===== src/rtl/acc_out_pkg.sv =====
// Shared types and the round/shift/saturate helper for the accumulator output stage.
// Defining ACC_OUT_RELU_EN clamps negative results to zero before saturation.
package acc_out_pkg;

    localparam int SUM_COUNT_W = 16;

    typedef struct packed {
        logic signed [31:0] value;
        logic               sat;
    } sat_res_t;

    function automatic sat_res_t sat_round(
        input logic signed [31:0] value,
        input int                 shift,
        input int                 width
    );
        sat_res_t           r;
        logic signed [31:0] v;
        logic signed [31:0] hi;
        logic signed [31:0] lo;
        v = value;
        if (shift > 0) begin
            v = v + (32'sd1 <<< (shift - 1));
        end
        v = v >>> shift;
`ifdef ACC_OUT_RELU_EN
        if (v < 0) begin
            v = '0;
        end
`endif
        hi = (32'sd1 <<< (width - 1)) - 32'sd1;
        lo = -(32'sd1 <<< (width - 1));
        r.value = v;
        r.sat   = 1'b0;
        if (v > hi) begin
            r.value = hi;
            r.sat   = 1'b1;
        end else if (v < lo) begin
            r.value = lo;
            r.sat   = 1'b1;
        end
        return r;
    endfunction

endpackage


===== src/rtl/accumulator_output_stage_delay.sv =====
// Fixed-depth single-bit delay line; DEPTH=0 degenerates to a wire.
// Used to track new_sum/flush through the accumulator tree.
module pulse_delay_line #(
    parameter int DEPTH = 1
) (
    input  logic clk,
    input  logic rst,
    input  logic d,
    output logic q
);

    generate
        if (DEPTH == 0) begin : g_wire
            assign q = d;
        end else if (DEPTH == 1) begin : g_one
            logic sr;
            always_ff @(posedge clk or posedge rst) begin
                if (rst) begin
                    sr <= 1'b0;
                end else begin
                    sr <= d;
                end
            end
            assign q = sr;
        end else begin : g_many
            logic [DEPTH-1:0] sr;
            always_ff @(posedge clk or posedge rst) begin
                if (rst) begin
                    sr <= '0;
                end else begin
                    sr <= {sr[DEPTH-2:0], d};
                end
            end
            assign q = sr[DEPTH-1];
        end
    endgenerate

endmodule


===== src/rtl/accumulator_output_stage.sv =====
// Captures completed accumulator sums, applies bias/round/shift/saturate and
// hands results out over valid/ready. Optional ACC_OUT_RELU_EN clamps negatives.
module accumulator_output_stage
    import acc_out_pkg::*;
#(
    parameter int OUT_BITWIDTH = 10,
    parameter int LOG2_NO_IN   = 1,
    parameter int RES_BITWIDTH = 8,
    parameter int SHIFT        = 2,
    parameter int BIAS         = 0
) (
    input  logic                           clk,
    input  logic                           rst,
    input  logic                           new_sum,
    input  logic                           flush,
    input  logic signed [OUT_BITWIDTH:0]   acc_in,
    output logic signed [RES_BITWIDTH-1:0] out_data,
    output logic                           out_valid,
    input  logic                           out_ready,
    output logic                           sat_flag,
    output logic                           overrun,
    output logic [SUM_COUNT_W-1:0]         sum_count
);

    localparam int S1W = OUT_BITWIDTH + 2;

    logic                  ns_d;
    logic                  fl_d;
    logic                  primed;
    logic                  capture;
    logic                  valid1;
    logic signed [S1W-1:0] sum1;
    sat_res_t              res;
    logic                  accept;
    logic                  blocked;
    logic                  unused_hi;

    pulse_delay_line #(.DEPTH(LOG2_NO_IN)) u_ns_dl (
        .clk (clk),
        .rst (rst),
        .d   (new_sum),
        .q   (ns_d)
    );

    pulse_delay_line #(.DEPTH(LOG2_NO_IN)) u_fl_dl (
        .clk (clk),
        .rst (rst),
        .d   (flush),
        .q   (fl_d)
    );

    // acc_in still holds the previous completed sum when the delayed pulse arrives
    assign capture = (ns_d || fl_d) && primed;

    always_ff @(posedge clk or posedge rst) begin
        if (rst) begin
            primed <= 1'b0;
        end else if (ns_d) begin
            primed <= 1'b1;
        end else if (fl_d) begin
            primed <= 1'b0;
        end
    end

    always_ff @(posedge clk or posedge rst) begin
        if (rst) begin
            valid1 <= 1'b0;
            sum1   <= '0;
        end else begin
            valid1 <= capture;
            if (capture) begin
                sum1 <= {acc_in[OUT_BITWIDTH], acc_in} + S1W'(BIAS);
            end
        end
    end

    assign res       = sat_round(32'(sum1), SHIFT, RES_BITWIDTH);
    assign unused_hi = ^res.value[31:RES_BITWIDTH];

    assign accept  = out_valid && out_ready;
    assign blocked = out_valid && !out_ready;

    always_ff @(posedge clk or posedge rst) begin
        if (rst) begin
            out_valid <= 1'b0;
            out_data  <= '0;
            sat_flag  <= 1'b0;
            overrun   <= 1'b0;
            sum_count <= '0;
        end else begin
            if (valid1 && !blocked) begin
                out_valid <= 1'b1;
                out_data  <= res.value[RES_BITWIDTH-1:0];
                if (res.sat) begin
                    sat_flag <= 1'b1;
                end
            end else if (accept) begin
                out_valid <= 1'b0;
            end
            // holding register full: keep the old result, drop the new one
            if (valid1 && blocked) begin
                overrun <= 1'b1;
            end
            if (accept) begin
                sum_count <= sum_count + 1'b1;
            end
        end
    end

endmodule


===== config.mk =====
export PLATFORM = sky130hd
export DESIGN_NAME = accumulator_output_stage
export DESIGN_NICKNAME = d
export VERILOG_FILES = /design/src/rtl/acc_out_pkg.sv /design/src/rtl/accumulator_output_stage_delay.sv /design/src/rtl/accumulator_output_stage.sv
export SDC_FILE = /design/constraint.sdc
export NUM_CORES = 1
export LEC_CHECK = 0
export BUFFER_PORTS_ARGS = -buffer_cell sky130_fd_sc_hd__buf_4
export CAP_MARGIN = 20
export CORE_ASPECT_RATIO = 0.6
export CORE_MARGIN = 8
export CORE_UTILIZATION = 45
export DETAILED_ROUTE_END_ITERATION = 12
export GPL_TIMING_DRIVEN = 0
export MAX_ROUTING_LAYER = met4
export PLACE_DENSITY = 0.78
export SETUP_SLACK_MARGIN = 0.4
export SLEW_MARGIN = 30
export SYNTH_ARGS = -nofsm -noshare
export SYNTH_HDL_FRONTEND = slang
export SYNTH_HIERARCHICAL = 1
export SYNTH_SLANG_ARGS = --single-unit

===== constraint.sdc =====
create_clock -name clk -period 4.8 [get_ports clk]
set_input_delay 0.24 -clock clk [delete_from_list [all_inputs] [get_ports clk]]
set_output_delay 0.24 -clock clk [all_outputs]
set_load 0.005 [all_outputs]

==> reports/results.txt <==
The clock reaches the later pin of the worst-skew pair after 0.29 ns. For the clock net sink count, the log shows 41. Setup repair after global routing left no endpoint under its margin. Ranked by total cell area, the synthesized netlist is headed by sky130_fd_sc_hd__dfrtp_1 (55%), sky130_fd_sc_hd__mux2_2 (6.6%), sky130_fd_sc_hd__xnor2_1 (6.6%). In this run the tool buffered the top-level ports with 41 buffer cells. The portion of synthesized cell area occupied by the leading cell type is 54.9%. The most area-hungry cell type in the Yosys netlist was sky130_fd_sc_hd__dfrtp_1. In the synthesized netlist, the cells that appear most often are sky130_fd_sc_hd__dfrtp_1 (41), sky130_fd_sc_hd__nand2_1 (18), sky130_fd_sc_hd__xnor2_1 (14). The total of max-cap violations is 0, and the slew at the pin with the worst max-slew slack is 0.469 ns. The worst-case reg-to-reg path depth was 5; the post-synthesis to final-layout area growth was 26.1%. The classification of the worst setup path is flip-flop to flip-flop. The region available for standard cell placement spans 4050 um^2.

The floorplan step defined a die boundary enclosing 6540 um^2. At the worst endpoint, the required time is 4.98 ns. The tools report the endpoint kind of the worst setup timing path as a flip-flop. The dominant register cell in the synthesized netlist was sky130_fd_sc_hd__dfrtp_1. Detailed placement finished with a half-perimeter wire length of 2840 um. The sequential fraction of the synthesis area was 54.9%. The number of antenna violations at the first check in global routing is 0, and the multi-input combinational cell area is 807 um^2.

The most common cell in the synthesized netlist is sky130_fd_sc_hd__dfrtp_1. TritonCTS built the clock tree. The congestion estimate from routability-driven global placement came to 0.751.

The run gives 1285 as the number of global-route vias before repair. The flow ran to the end, and the final reports show no timing, DRC or antenna violations. The type of the tightest min-delay check was input port to flip-flop. The startpoint identified for the worst register-to-register timing path is sum1[2]$_DFFE_PP0P_. The antenna cell count was 0.

The max-slew violation total from the final report is 0, and the width of the chip is 99.2 um. The pin count of the biggest net entering global routing was 29; the flip-flop count of the largest register after layout was 16. The category of the worst setup path launch point is a flip-flop. The logs give 191 uV for the maximum ir drop on the vdd rail and 1.92 ns for the arrival time of data at the critical path endpoint. The H-tree generated during clock tree synthesis spans 2 levels. Setup slack on the worst reg-to-reg path comes out at 3.06 ns. Buffers inserted during clock tree synthesis total 5. 43 I/O pins were placed. From bottom edge to top edge, the die measures 65.9 um. Capture point of the worst path: sat_flag$_DFFE_PP0P_. The run gives 1870 um^2 as the area of the mapped netlist. Once detail routing completed, the nets flagged for antenna violations numbered 0. The routed via count divided by cell count was 5.05. Tracing the worst setup path back leads to its startpoint at sum1[2]$_DFFE_PP0P_. The average instance area after synthesis works out to 11.5 um^2. Top register by number of flip-flops: sum_count. The tools report the number of instances in the synthesized netlist as 162. For this run, the number of Yosys warnings is 6. After detailed routing, the total wire length is 3690 um. In the final layout, the registers with the most flip-flops are sum_count: 16 flops, sum1: 10 flops, out_data: 8 flops. For the global-route wire length before repair, the log shows 6440 um.

The power density normalized to cell area was 395 nW/um^2; the post-layout instance area was 2350 um^2. The clock period minus worst slack works out to 1.74 ns. In this run, synthesis inferred 0 flip-flops with an integrated enable. Remaining max-slew budget at the tightest pin: 68.6%. Clock-pin slew was measured on the worst setup and hold paths at 0.08 ns. For this run, the post-layout net count is 230. For this run, the detailed router's first-pass iteration total came to 4. Cells with a size suffix above 1 make up 32.9% of the layout. The worst clock skew was 0.00402 ns. For this run, the total global-route usage over all layers was measured as 12.8%.

In the routed design, unresolved DRC markers number 0. The average detailed-routed wire length per instance is 14.0 um. The logs give 1030 um^2 for the register area and 2260 um^2 for the cell area after placement. In the synthesized netlist the async set-or-reset flop fraction comes to 100%.

The buffer type at the clock tree root was sky130_fd_sc_hd__clkbuf_8. The number of register bits inferred by synthesis came out at 41. The remaining global-route overflow was 0. The maximum achievable frequency was 574 MHz; the number of distinct standard cells referenced by the synthesized netlist was 35. In the final timing run, aggregate negative setup slack is 0 ns. The routed layout has 1328 vias. The first routing iteration left 58 violations.

The tools report the end of the worst register-to-register path as sat_flag$_DFFE_PP0P_. The tools report the number of hold violations in the final report as 0. The logs give 1.06 nW for the leakage power and 46.1% for the initial core utilization. The tools report the number of inserted filler cells in the final layout as 357.

The maximum fanout count along the critical path is 5, and the buffer levels on the longest clock path is 2. For the row count, the log shows 18. When the netlist entered floorplanning its net count stood at 180. Setup violations remaining at the end of the flow were counted as 0. The final critical path takes up 36.3% of the cycle.
==> worst max-delay path, stage by stage, from the launching register on <==
cell                       delay (ns)
sky130_fd_sc_hd__dfrtp_1         0.43
sky130_fd_sc_hd__ha_1            0.25
sky130_fd_sc_hd__nand3_2         0.15
sky130_fd_sc_hd__o21ai_1         0.42
sky130_fd_sc_hd__o21bai_1        0.11
sky130_fd_sc_hd__o32a_1          0.29
==> where the power goes <==
group / internal, W / switching [W]
Combinational: 0.000135 / 0.000101
Clock: 0.000100 / 0.000120
Sequential: 0.000406 / 0.0000676
Total: 0.000642 / 0.000289
==> kinds of logic (layout without fill, tap and decap cells) <==
group                      Yosys count  count (layout)  share of synthesized area, %
and+or+nand+nor                     56              56                          17.1
adders and majority gates            2               2                          1.34
DFF                                 41              41                          54.9
xor gates and xnor gates            19              19                          8.91
buffers and inverters                9              60                          1.88
AOI/OAI and AO/OA                   24              24                          9.24
muxes                               11              11                          6.63
==> area by class of cell <==
class	instances	share of cell area, %
Sequential cell	41	43.6
Multi-Input combinational cell	112	34.3
Timing Repair Buffer	43	14.3
Clock buffer	5	2.92
Tap cell	50	2.66
Inverter	7	1.12
Clock inverter	3	0.744
Buffer	2	0.372
==> through the flow <==
stage	total power, W	instances	setup slack, ns	util (%)	hold WS, ns
after floorplan	0.000596	162	3.30	-	-0.0313
after global placement	0.000709	253	3.12	55.2	0.0991
after detailed placement	0.000718	254	3.09	55.7	0.103
after CTS	0.000942	263	3.09	58.1	0.0414
after global routing	0.000996	263	2.92	58.1	0.0360
final	0.000930	263	3.06	58.1	0.0518
==> how the worst min path moves through the flow <==
stage          startpoint                   to  cells after the start
6_report          new_sum  u_ns_dl/q$_DFF_PP0_                      1
3_3_place_gp          rst  u_ns_dl/q$_DFF_PP0_                      2
2_1_floorplan         rst  u_fl_dl/q$_DFF_PP0_                      1
4_1_cts           new_sum  u_ns_dl/q$_DFF_PP0_                      1
5_1_grt           new_sum  u_ns_dl/q$_DFF_PP0_                      1
3_5_place_dp          rst  u_fl_dl/q$_DFF_PP0_                      2
==> per-layer routing <==
layer  global-route usage, %  up-vias  part of all wire, %
met4                    4.49        0                  1.2
met2                    15.8       31                   39
li1                        -      672                    -
met5                       -        -                    0
met1                    18.4      621                   55
met3                    4.10        4                  5.5
==> cells in the final DEF (no fill, tap or decap), types with 3 or more instances in the layout <==
cell type                  instances
sky130_fd_sc_hd__buf_4            41
sky130_fd_sc_hd__dfrtp_1          41
sky130_fd_sc_hd__nand2_1          18
sky130_fd_sc_hd__xnor2_1          14
sky130_fd_sc_hd__mux2_2           11
sky130_fd_sc_hd__nand3_1           8
sky130_fd_sc_hd__nor2_1            7
sky130_fd_sc_hd__inv_1             6
sky130_fd_sc_hd__xor2_1            5
sky130_fd_sc_hd__nand4_1           5
sky130_fd_sc_hd__clkbuf_8          5
sky130_fd_sc_hd__nor3_1            4
sky130_fd_sc_hd__and3_1            3
sky130_fd_sc_hd__o211ai_1          3
sky130_fd_sc_hd__o21a_1            3
sky130_fd_sc_hd__o22ai_1           3
sky130_fd_sc_hd__a31oi_1           3
==> repair_timing <==
action / CTS / global route
buffers inserted: 0 / 0
gates resized for setup: 0 / 0
hold endpoints to repair: 13 / 0
hold buffers: 1 / 0
Power figures use the tool's default switching activity.
